## src/rtl/exmem_pipe_reg.sv

```systemverilog
// exmem_pipe_reg: elastic EX/MEM pipeline register with valid/ready handshake.
//
// Holds up to two entries (main + skid) when SKID=1, or one entry when SKID=0.
// Entries leave in order. A synchronous flush kills every held entry. The
// control bundle is gated by out_valid, so a bubble never drives memwrite,
// memread or regwrite. fwd_regwrite is a qualified tag for the forwarding unit.
//
// Ports:
//   clk, rst              clock (rising edge) and asynchronous active-low reset
//   flush                 synchronous kill of all held entries
//   in_valid, in_ready    upstream handshake from EX
//   ctrl_in               control bundle {.., memread, memwrite, memtoreg, regwrite}
//   aluresult_in          ALU result / memory address
//   storedata_in          store data after forwarding
//   rd_in                 destination register
//   out_valid, out_ready  downstream handshake to MEM
//   ctrl_out              head control bundle, zero while out_valid is low
//   aluresult_out         head ALU result
//   storedata_out         head store data
//   rd_out                head destination register
//   fwd_regwrite          out_valid & regwrite & (rd_out != 0)
//   occupancy             number of held entries (0..2)
module exmem_pipe_reg #(
  parameter int unsigned XLEN  = 32,
  parameter int unsigned REGW  = 5,
  parameter int unsigned CTRLW = 4,
  parameter int unsigned SKID  = 1
) (
  input  logic             clk,
  input  logic             rst,
  input  logic             flush,
  input  logic             in_valid,
  output logic             in_ready,
  input  logic [CTRLW-1:0] ctrl_in,
  input  logic [XLEN-1:0]  aluresult_in,
  input  logic [XLEN-1:0]  storedata_in,
  input  logic [REGW-1:0]  rd_in,
  output logic             out_valid,
  input  logic             out_ready,
  output logic [CTRLW-1:0] ctrl_out,
  output logic [XLEN-1:0]  aluresult_out,
  output logic [XLEN-1:0]  storedata_out,
  output logic [REGW-1:0]  rd_out,
  output logic             fwd_regwrite,
  output logic [1:0]       occupancy
);

  // State encoding doubles as the occupancy count.
  localparam logic [1:0] StEmpty = 2'd0;
  localparam logic [1:0] StOne   = 2'd1;
  localparam logic [1:0] StTwo   = 2'd2;

  // Payload packed as {ctrl, aluresult, storedata, rd}.
  localparam int unsigned PW = CTRLW + 2 * XLEN + REGW;

  logic [1:0]    state_q, state_d;
  logic [PW-1:0] main_q, main_d;
  logic [PW-1:0] skid_q, skid_d;
  logic [PW-1:0] in_pl;
  logic          accept;
  logic          drain;

  assign in_pl = {ctrl_in, aluresult_in, storedata_in, rd_in};

  assign out_valid = (state_q != StEmpty);
  assign accept    = in_valid & in_ready;
  assign drain     = out_valid & out_ready;

  generate
    if (SKID != 0) begin : g_skid
      // Derived only from the state register, so no combinational path from out_ready.
      assign in_ready = (state_q != StTwo);
    end else begin : g_noskid
      // Same-cycle replace lets a back-to-back stream run without bubbles.
      assign in_ready = ~out_valid | out_ready;
    end
  endgenerate

  always_comb begin
    state_d = state_q;
    main_d  = main_q;
    skid_d  = skid_q;
    if (flush) begin
      // Incoming payload is discarded; data registers keep stale values.
      state_d = StEmpty;
    end else begin
      case (state_q)
        StEmpty: begin
          if (accept) begin
            main_d  = in_pl;
            state_d = StOne;
          end
        end
        StOne: begin
          if (accept && drain) begin
            main_d = in_pl;
          end else if (accept) begin
            // Only reachable with SKID=1; with SKID=0 an accept here implies a drain.
            skid_d  = in_pl;
            state_d = StTwo;
          end else if (drain) begin
            state_d = StEmpty;
          end
        end
        StTwo: begin
          if (drain) begin
            main_d  = skid_q;
            state_d = StOne;
          end
        end
        default: state_d = StEmpty;
      endcase
    end
  end

  always_ff @(posedge clk or negedge rst) begin
    if (!rst) begin
      state_q <= StEmpty;
      main_q  <= '0;
      skid_q  <= '0;
    end else begin
      state_q <= state_d;
      main_q  <= main_d;
      skid_q  <= skid_d;
    end
  end

  assign ctrl_out      = out_valid ? main_q[PW-1 -: CTRLW] : '0;
  assign aluresult_out = main_q[2*XLEN+REGW-1 -: XLEN];
  assign storedata_out = main_q[XLEN+REGW-1 -: XLEN];
  assign rd_out        = main_q[REGW-1:0];
  assign fwd_regwrite  = out_valid & ctrl_out[0] & (rd_out != '0);
  assign occupancy     = state_q;

endmodule

```

## config.mk

```make
export PLATFORM = sky130hd
export DESIGN_NAME = exmem_pipe_reg
export DESIGN_NICKNAME = d
export VERILOG_FILES = /design/src/rtl/exmem_pipe_reg.sv
export SDC_FILE = /design/constraint.sdc
export NUM_CORES = 1
export LEC_CHECK = 0
export CAP_MARGIN = 20
export CORE_MARGIN = 5
export CORE_UTILIZATION = 35
export DETAILED_ROUTE_END_ITERATION = 16
export GPL_TIMING_DRIVEN = 0
export PLACE_DENSITY = 0.56
export SETUP_SLACK_MARGIN = 0.5
export SLEW_MARGIN = 0
export SYNTH_ARGS = -nofsm -noshare
export SYNTH_HDL_FRONTEND = slang
export SYNTH_SLANG_ARGS = --single-unit
```

## constraint.sdc

```tcl
create_clock -name clk -period 1.9 [get_ports clk]
set_input_delay 0.19 -clock clk [delete_from_list [all_inputs] [get_ports clk]]
set_output_delay 0.19 -clock clk [all_outputs]
set_load 0.05 [all_outputs]
```

== After elaboration in Yosys (flattened, before gate mapping) ==
Index checks and enable logic that the tools add are counted.

* Bits in registers: 148
* Input port bits: 78
* Output and inout port bits: 78
* Word-level logic and storage cells: 39

* Eq/ne operators: 10
* Multiplexer cells: 12
* Bitwise logic cells: 6
* Reduce and logical (&&, ||, !) cells: 8

{| class="wikitable"
|+ Operator list
! cell !! count
|-
| $mux W73 || 3
|-
| $pmux W73 S3 || 1
|-
| $mux W2 || 6
|-
| $ne A3 B3 Y1 const B || 3
|-
| $ne A2 B2 Y1 const B || 4
|-
| $reduce_and A4 Y1 || 2
|-
| $pmux W2 S3 || 1
|-
| $reduce_and A5 Y1 || 1
|-
| $reduce_bool A5 Y1 || 1
|-
| $and A1 B1 Y1 || 4
|-
| $mux W4 || 1
|-
| $ne A4 B4 Y1 const B || 1
|-
| $reduce_bool A3 Y1 || 1
|-
| $eq A2 B1 Y1 const B || 1
|-
| $eq A2 B2 Y1 const B || 1
|-
| $logic_not A2 Y1 || 1
|-
| $not A1 Y1 || 2
|-
| $reduce_bool A2 Y1 || 1
|-
| $logic_and A1 B1 Y1 || 1
|}

== Depth between registers and ports, before layout ==
* Depth in word-level cells: 7
* Gate-level depth with buffers: 5
* Gate-level depth less buffers: 4

== Worst setup path before layout ==
No wires, ideal clock.

* Path kind: register to output
* From: register state_q[1] (netlist: occupancy[1])
* To: output port fwd_regwrite
* Arrival: 2.170 ns
* Data required time: 1.710 ns
* Setup slack: -0.460 ns
* Stages on the path, launching flop included: 4
* Buffers on the path: 0
* Cell sequence: dfrtp_1 > nor2_1 > nor2b_1 > o21a_1

* Cells in the longest elaborated chain, start to end: 4

{| class="wikitable"
|+ Ends and longest elaborated chain
! what !! line !! RTL
|-
| from (decl) || 56 || <nowiki>logic [1:0] state_q, state_d;</nowiki>
|-
| from (signal assigned) || 118 || <nowiki>state_q <= StEmpty;</nowiki>
|-
| from (signal assigned) || 122 || <nowiki>state_q <= state_d;</nowiki>
|-
| $reduce_bool A2 Y1 || 65 || <nowiki>assign out_valid = (state_q != StEmpty);</nowiki>
|-
| $mux W4 || 128 || <nowiki>assign ctrl_out = out_valid ? main_q[PW-1 -: CTRLW] : '0;</nowiki>
|-
| named net ctrl_out[0] || 40 || <nowiki>output logic [CTRLW-1:0] ctrl_out,</nowiki>
|-
| $and A1 B1 Y1 (2 in series) || 132 || <nowiki>assign fwd_regwrite = out_valid & ctrl_out[0] & (rd_out != '0);</nowiki>
|-
| to (decl) || 44 || <nowiki>output logic fwd_regwrite,</nowiki>
|}

The timed path passes the listed nets, and every way through them passes these cells.

== Final worst setup path ==
* From: register main_q[4]
* To: output port fwd_regwrite

* Cells in the longest elaborated chain, start to end: 2

{| class="wikitable"
|+ Ends and longest elaborated chain
! what !! line !! RTL
|-
| from (decl) || 57 || <nowiki>logic [PW-1:0] main_q, main_d;</nowiki>
|-
| from (signal assigned) || 123 || <nowiki>main_q <= main_d;</nowiki>
|-
| $reduce_bool A5 Y1 || 132 ||
|-
| $and A1 B1 Y1 || 132 ||
|}

Every way passes these cells.

==> impl_metrics.json <==
{
  "run_status": "finished, violations left",
  "violations": "setup timing",
  "hold_viol_final": 0,
  "place.gp.congestion": 0.728,
  "relSlewSlack_pct": 64.4,
  "clock-sinks": 148,
  "route.detailed.drc": 0,
  "cts_tree": "yes",
  "final_max_slew_viol_count": 0,
  "fin_ws_ns": -0.00810,
  "fin_crit_ns": 1.91,
  "start_kind": "flip-flop",
  "clkTransAtPathRegs_ns": 0.06,
  "nets": 814,
  "grtUsageTotal_pct": 16.1,
  "fin_skew_ns": 0.00806,
  "syn_area_per_cell_um2": 14.6,
  "fp.dieW_um": 152,
  "cts-buffers-inserted": 17,
  "start_util_pct": 35.2,
  "max_freq_mhz": 524,
  "design_area_um2": 11600,
  "setup_tns_ns": -0.00810,
  "critPathMaxStageDelay_ns": 0.54,
  "place_worst_setup_slack_ns": -0.378,
  "critical_path.cell_chain": "or4_1 -> o21a_2 -> buf_6",
  "drt-initial-drc-count": 129,
  "maxCapViolations": 0,
  "synth_area_leader_cell": "dfrtp_1",
  "portBuffers": 155,
  "finalCritPeriodShare_pct": 100,
  "end_kind": "primary output",
  "cts-root-buf": "clkbuf_16",
  "path_class": "flip-flop to primary output",
  "routed_wl_um": 18800,
  "htreeDepth": 4,
  "dr_wl_met3_um": 681,
  "yosysMostFrequentCell": "mux2_2",
  "drt-met1-wl_um": 8740,
  "tightest_slew_ns": 0.534,
  "num_vias": 4616,
  "ys_ff_latch": 148,
  "arrival_ns": 1.72,
  "coreArea_um2": 20000,
  "antenna_found_initial": 0,
  "crit_required_ns": 1.71,
  "final_core_util_pct": 58.1,
  "crit_slowest_cell": "or4_1",
  "drt_first_pass_iters": 4,
  "grt_max_degree": 89,
  "die_h_um": 152,
  "yosysWarningCount": 0,
  "drive_gt1_share_pct": 68.7,
  "ys.flop_type": "dfrtp_1",
  "grt_pass1_vias": 5170,
  "wl_per_cell_um": 18.4,
  "clockBufferDepth": 2,
  "syn-cell-area_um2": 7050,
  "path_max_fanout": 2,
  "routed.top_layer": "met4",
  "row_count": 52,
  "grt_overflow": 0,
  "avgViaCountPerCell": 4.53,
  "antenna_left": 0,
  "insertion_delay_ns": 0.42,
  "finalSetupViolCount": 1,
  "power_density_nw_per_um2": 1020,
  "syn2layout_area_growth_pct": 65.1,
  "io_pins": 156,
  "synth_area_leaders": "dfrtp_1 53%, mux2_2 34%, buf_4 8.1%",
  "rsz0062_at_grt": "yes",
  "hold_path.class": "primary input to asynchronous set/reset pin",
  "synth_cell_type_count": 21,
  "yosysTopAreaCellShare_pct": 52.5,
  "wl_met2_um": 9190,
  "placed_area_um2": 9320,
  "async_reset_ff_share_pct": 100,
  "synth_common_cells": "213 x mux2_2, 148 x dfrtp_1, 76 x buf_4",
  "irDropWorstVdd_uv": 576,
  "antenna_cells": 0,
  "dieArea_um2": 23100,
  "grt_pass1_wl_um": 29400,
  "netlist_instances": 482,
  "synth-seq-area-share_pct": 52.5,
  "synth_fp_nets": 560,
  "total_power_mw": 11.8,
  "synth-edff-count": 0,
  "dpl.hpwl_um": 10800,
  "power_leakage_nw": 5.39
}
## area by class of cell
class | instances | area, um^2
clock buffer | 19 | 443
multi-input combinational | 240 | 3380
tap | 270 | 338
inverter | 2 | 10.0
timing repair buffer | 235 | 2680
fill | 1635 | 8400
buffer | 92 | 953
sequential | 148 | 3710
clock inverter | 12 | 130
## kinds of logic (layout without fill, tap and decap cells)
logic type	Yosys count	in the layout	synth area share, %
AO/OA/AOI/OAI	6	6	0.710
multiplexers	219	219	35.0
flip-flops	148	148	52.5
buffers and inverters	94	360	10.5
AND/OR/NAND/NOR	15	15	1.26
## critical path: cells and delay by family (launching register included)
kind,cells,cell delay (ns)
flip-flops,1,0.39
AND/OR/NAND/NOR,1,0.54
buffers and inverters,1,0.15
AO/OA/AOI/OAI,1,0.22
## metal layers
metal / GRT usage [%] / vias to the layer above
li1: - / 2139
met3: 4.29 / 11
met1: 21.8 / 2374
met4: 3.72 / 0
met2: 25.9 / 92
met5: 0 / -
## path summary, 6_finish.rpt
check / startpoint / end / slack (ns) / depth (start not counted)
min in group clk: aluresult_in[16] / skid_q[53] / 0.41 / 2
setup / recovery: main_q[4] / fwd_regwrite / -0.008 / 3
hold reg to reg: skid_q[66] / skid_q[66] / 0.51 / 1
max in group asynchronous: rst / occupancy[1] / 0.74 / 3
setup reg to reg: occupancy[1] / skid_q[41] / 0.02 / 8
hold / removal: rst / skid_q[60] / 0.32 / 2
## cells in the final DEF, fill, tap and decap left out, drive strengths merged
| cell type | n |
|---|---|
| nor2b | 6 |
| clkdlybuf4s50 | 76 |
| o22a | 1 |
| mux2 | 219 |
| bufinv | 2 |
| clkbuf | 23 |
| nand2 | 2 |
| a21oi | 3 |
| dfrtp | 148 |
| nor3 | 1 |
| o21a | 2 |
| buf | 246 |
| inv | 4 |
| or4 | 1 |
| clkinv | 6 |
| nand2b | 1 |
| dlygate4sd3 | 1 |
| nor3b | 1 |
| nand3b | 1 |
| clkinvlp | 2 |
| nor2 | 2 |
## where the power goes
part | switching [mW] | internal (mW)
Sequential | 0.446 | 3.92
Clock | 1.36 | 1.96
Combinational | 1.95 | 2.18
Total | 3.75 | 8.07
## stage by stage
stage          hold slack [ns]  std cells
2_1_floorplan           -0.106        482
5_1_grt                  0.370       1018
3_3_place_gp             0.470        907
6_report                 0.324       1018
4_1_cts                  0.340       1011
3_5_place_dp             0.213        908
## what timing repair did
item	4_1_cts	5_1_grt
resized for setup	592	49
cloned	22	2
pin swaps	3	2
hold endpoints to repair	60	0
setup endpoints to repair	224	159
hold buffers	1	0
buffers inserted	49	5
## sequential cells by signal, summed over array words and instances (netlist names)
name,flops
main_q,73
skid_q,73
occupancy,2
No activity file was read; power rests on OpenSTA's default activity.
==> RTL change 1, RTL diff (config.mk and constraints unchanged) <==
Change the parameter `CTRLW` from 4 to 3.
--- a/src/rtl/exmem_pipe_reg.sv
+++ b/src/rtl/exmem_pipe_reg.sv
@@ -24,5 +24,5 @@
   parameter int unsigned XLEN  = 32,
   parameter int unsigned REGW  = 5,
-  parameter int unsigned CTRLW = 4,
+  parameter int unsigned CTRLW = 3,
   parameter int unsigned SKID  = 1
 ) (
Interface: changed (resized ctrl_in and ctrl_out); port bits go from 156 to 154. The function was not compared with the original's and may differ.
==> RTL change 1 against the original RTL <==
- the run still ends with setup timing left
- non-clock buffer count fell by 6
- setup slack got worse by 0.013 ns
- design area fell by 0.31%
- routed wire length rose by 2.0%
- sequential cell count fell by 2
- maximum frequency fell by 0.69%
- critical path type is now flop to flop
- total power rose by 1.1%
- synthesized cell count fell by 1.2%
- die area fell by 1.2%
- synthesized area fell by 1.3%
- via count fell by 0.32%
==> RTL change 1: results (changes against the original RTL) <==
set qor(clockBufferCount) 20 ;# +1
set qor(clock_tree_area_fraction_pct) 5.17 ;# +0.24 points
set qor(yosys-mux-area-fraction_pct) 35.0 ;# -0.039 points
set qor(place_hpwl_mm) 10.8 ;# -0.41%
set qor(final_nets) 801 ;# -1.6%
set qor(worst_max_slew_pin_slew_ns) 0.649 ;# +0.115 ns
set qor(globalRouteTotalUtil_pct) 17.0 ;# +0.95 points
set qor(ys_ff_latch) 146 ;# -1.4%
set qor(critical_path.max_fanout) 6 ;# +4
set qor(grt_pass1_vias) 5286 ;# +2.2%
set qor(synth.top_cells.by_count) {sky130_fd_sc_hd__mux2_2, sky130_fd_sc_hd__dfrtp_1, sky130_fd_sc_hd__buf_4}
set qor(fillCellCount) 1539 ;# -5.9%
set qor(crit_type) {flop to flop}
set qor(num-multi-input-gates) 236 ;# -1.7%
set qor(violations_in_the_final_reports) {setup timing}
set qor(synth.yosys.seq_area_share_pct) 52.5 ;# about the same
set qor(non_clock_buffer_area_share_pct) 31.5 ;# +0.22 points
set qor(report.final.setup_viol) 30 ;# +29
set qor(initialDrtViolationCount) 109 ;# -16%
set qor(final.setup.worst_slack_ns) -0.0213 ;# -0.0132 ns
set qor(synthTopCellsByArea) {sky130_fd_sc_hd__dfrtp_1, sky130_fd_sc_hd__mux2_2, sky130_fd_sc_hd__buf_4}
set qor(run_status) {finished with violations}
set qor(avgRoutedWirePerCell_um) 19.1 ;# +3.7%
set qor(crit_slowest_cell) {sky130_fd_sc_hd__dfrtp_2}
set qor(core_area_mm2) 0.0195 ;# -2.6%
set qor(irDropWorstVdd_uv) 668 ;# +16%
set qor(crit-reg2reg-launch) {occupancy[0]}
set qor(cpLargestDelayFamily) {buffers and inverters}
set qor(layout.non_clock_buffers) 321 ;# -1.8%
[RTL change 1: changes by cell type after synthesis, sizes merged]
cell,delta
nor2b,-1
mux2,-3
dfrtp,-2
[RTL change 1: path summary, 6_finish.rpt]
check / to / slack [ns] / cells after the start
min: main_q[40] / 0.33 / 2
max: main_q[69] / -0.02 / 8
min reg2reg: skid_q[45] / 0.51 / 1
max in group asynchronous: skid_q[1] / 0.72 / 3
min in group clk: skid_q[11] / 0.41 / 2
max reg2reg: main_q[69] / -0.02 / 8
[RTL change 1: power breakdown]
part | internal (uW) | total (uW) | switching, uW
clock | 2180 | 3500 | 1320
combinational | 2180 | 4130 | 1950
sequential | 3870 | 4320 | 445
[RTL change 1: timing repair]
action,in CTS,in global routing
hold buffers,1,0
buffers inserted,44,5
cloned,25,0
setup endpoints to repair,221,156
resized for setup,579,56
pin swaps,1,2
hold endpoints to repair,66,0
[RTL change 1: layer usage]
metal  part of all wire (%)  track usage (%)
met1                     45             21.9
met2                     49             28.5
met4                   0.88             3.72
met3                    5.1             5.00
met5                      0                0
[RTL change 1: metrics by stage]
stage	std cells	total power [uW]	setup WS, ns	hold WS [ns]	TNS, ns
2_1_floorplan	476	6980	0.154	-0.106	0
6_report	1001	12000	-0.0213	0.331	-0.335
3_5_place_dp	895	8130	-0.325	0.249	-27.62
3_3_place_gp	894	8050	-6.00	0.488	-812.67
5_1_grt	1001	12500	-0.0730	0.377	-2.08
4_1_cts	996	11900	0.00833	0.358	0
[RTL change 1: logic make-up (layout without fill, tap and decap cells)]
group / count (synthesis) / in the layout
flip-flops: 146 / 146
AO/OA/AOI/OAI: 6 / 6
AND/OR/NAND/NOR: 14 / 14
buffers and inverters: 94 / 354
multiplexers: 216 / 216
==> RTL change 2, RTL diff (config.mk and constraints unchanged) <==
Without the edit above. Make the reset (`rst`) synchronous in one clocked block. Comments in the files are not updated.
--- a/src/rtl/exmem_pipe_reg.sv
+++ b/src/rtl/exmem_pipe_reg.sv
@@ -114,5 +114,5 @@
   end
 
-  always_ff @(posedge clk or negedge rst) begin
+  always_ff @(posedge clk) begin
     if (!rst) begin
       state_q <= StEmpty;
Function: differs if rst is asserted again (counterexample within 4 cycles, from zero or initial values and one cycle with rst low); with rst held inactive, the same outputs for 4 cycles.
==> RTL change 2 against the original RTL <==
- routed wire length increased by 25%
- cell count up 27%
- via count is 38% higher
- design area up 7.7%
- synthesized area up 6.7%
- setup slack improved by 0.072 ns
- maximum frequency grew 3.9%
- sequential cell count is the same
- non-clock buffer count up 47
- register-to-register slack improved by 0.14 ns
- die area rose by 6.3%
- critical endpoint unchanged
- largest cell class is now multi-input combinational cells
Power is not compared: it rests on default switching activity, and its combinational part moved more than twofold at a synthesized area within 25%.
==> RTL change 2: results (changes against the original RTL) <==
set qor(grt_first_pass_wirelength_mm) 35.9 ;# +22%
set qor(postRouteAntennaNets) 0 ;# unchanged
set qor(max_slew_margin_pct) 57.6 ;# -6.8 points
set qor(yosys-mux-area-fraction_pct) 9.71 ;# -25 points
set qor(pin_count_of_the_biggest_net_entering_global_routing) 17 ;# -81%
set qor(run_status) {finished clean}
set qor(ff2ff_setup_slack_ns) 0.16 ;# +0.14 ns
set qor(place_ws_ns) -0.295 ;# +0.0830 ns
set qor(final_nets) 1082 ;# +33%
set qor(postSynth.asyncResetShare_pct) 0 ;# -100 points
set qor(place.port_buffers) 154 ;# -0.65%
set qor(grt_pass1_vias) 6391 ;# +24%
set qor(synth_fp_nets) 831 ;# +48%
set qor(place_hpwl_mm) 14.2 ;# +31%
set qor(globalRouteTotalUtil_pct) 18.7 ;# +2.6 points
set qor(synth_compound_gate_area_share_pct) 17.5 ;# +17 points
set qor(initialDrtViolationCount) 227 ;# +76%
set qor(via_count) 6347 ;# +38%
set qor(skew_ns) 0.0100 ;# +0.00195 ns
set qor(final.setup.worst_slack_ns) 0.0638 ;# +0.0719 ns
set qor(holdCritPathClass) {input pin to flop}
set qor(final_layout_size_suffix_gt1_share_pct) 55.9 ;# -13 points
set qor(critical_path.max_fanout) 3 ;# +1
set qor(gp_congestion) 0.756 ;# +3.9%
set qor(synth.top_cells.by_count) {sky130_fd_sc_hd__dfxtp_1, sky130_fd_sc_hd__nand2_1, sky130_fd_sc_hd__buf_4}
set qor(synth.distinct_cells) 28 ;# +33%
set qor(synth.yosys.seq_area_share_pct) 39.4 ;# -13 points
set qor(worstPathArrival_ns) 1.65 ;# -0.07 ns
set qor(synthTopCellsByArea) {sky130_fd_sc_hd__dfxtp_1, sky130_fd_sc_hd__mux2i_1, sky130_fd_sc_hd__a31o_1}
==> RTL change 2: cell count changes after synthesis, moves of 25 or more <==
cell	unedited run	this run
sky130_fd_sc_hd__dfrtp_1	148	0
sky130_fd_sc_hd__a31o_1	0	73
sky130_fd_sc_hd__mux2i_1	0	73
sky130_fd_sc_hd__mux2_2	213	0
sky130_fd_sc_hd__nor4_2	0	48
sky130_fd_sc_hd__dfxtp_1	0	148
sky130_fd_sc_hd__nand2_1	2	148
sky130_fd_sc_hd__nor4_1	0	25
sky130_fd_sc_hd__a21oi_2	0	71
==> RTL change 2: kinds of logic (layout without fill, tap and decap cells) <==
logic type / after synthesis / count (layout)
buffers and inverters: 144 / 408
other: 0 / 1
and+or+nand+nor: 236 / 236
DFF: 148 / 148
AOI/OAI and AO/OA: 152 / 152
muxes: 73 / 73
==> RTL change 2: layout make-up <==
| class | count | area, um^2 |
|---|---|---|
| tap | 275 | 344 |
| clock buffer | 20 | 437 |
| inverter | 2 | 7.51 |
| buffer | 142 | 1340 |
| sequential | 148 | 2970 |
| multi-input combinational | 461 | 4520 |
| timing repair buffer | 232 | 2710 |
| antenna | 1 | 2.50 |
| clock inverter | 12 | 204 |
| fill | 1776 | 8550 |
==> RTL change 2: routing by layer <==
metal / global-route usage (%) / routed length (um) / vias to the layer above
met5: 0 / 0 / -
li1: - / - / 3144
met3: 4.65 / 1280 / 18
met2: 30.0 / 11500 / 130
met1: 25.2 / 10400 / 3055
met4: 4.88 / 283 / 0
==> RTL change 2: final timing paths <==
path,depth (start not counted),endpoint,from
worst max-delay path,3,fwd_regwrite,main_q[3]
worst min-delay path,5,skid_q[72],flush
worst max register to register,8,main_q[3],occupancy[0]
worst min register to register,2,skid_q[53],skid_q[53]
==> RTL change 2: per-stage QoR <==
stage	instance area, um^2	instances	util [%]	hold WS [ns]
finish	12500	1293	59.5	0.334
CTS	11700	1282	55.7	0.320
floorplan	7550	753	-	0.260
global placement	9440	1182	44.7	0.442
global route	12500	1292	59.5	0.357
detailed placement	9440	1182	44.7	0.448
==> RTL change 2: power breakdown <==
group / total [uW] / switching (uW) / leakage, uW / internal (uW)
Clock: 3740 / 1400 / 0.000313 / 2340
Combinational: 1590 / 856 / 0.00362 / 735
Sequential: 3260 / 64.0 / 0.00120 / 3200
==> RTL change 2: critical path: stages, from the launching register on <==
cell and delay (ns):
sky130_fd_sc_hd__dfxtp_2 0.33, sky130_fd_sc_hd__or4_4 0.53, sky130_fd_sc_hd__o21a_2 0.21, sky130_fd_sc_hd__buf_6 0.15
==> RTL change 2: repair_timing <==
| action | 4_1_cts | 5_1_grt |
|---|---|---|
| pin swaps | 132 | 69 |
| hold buffers | 0 | 0 |
| cloned | 28 | 4 |
| gates resized for setup | 622 | 138 |
| endpoints found under the setup margin | 224 | 155 |
| buffers inserted | 40 | 6 |
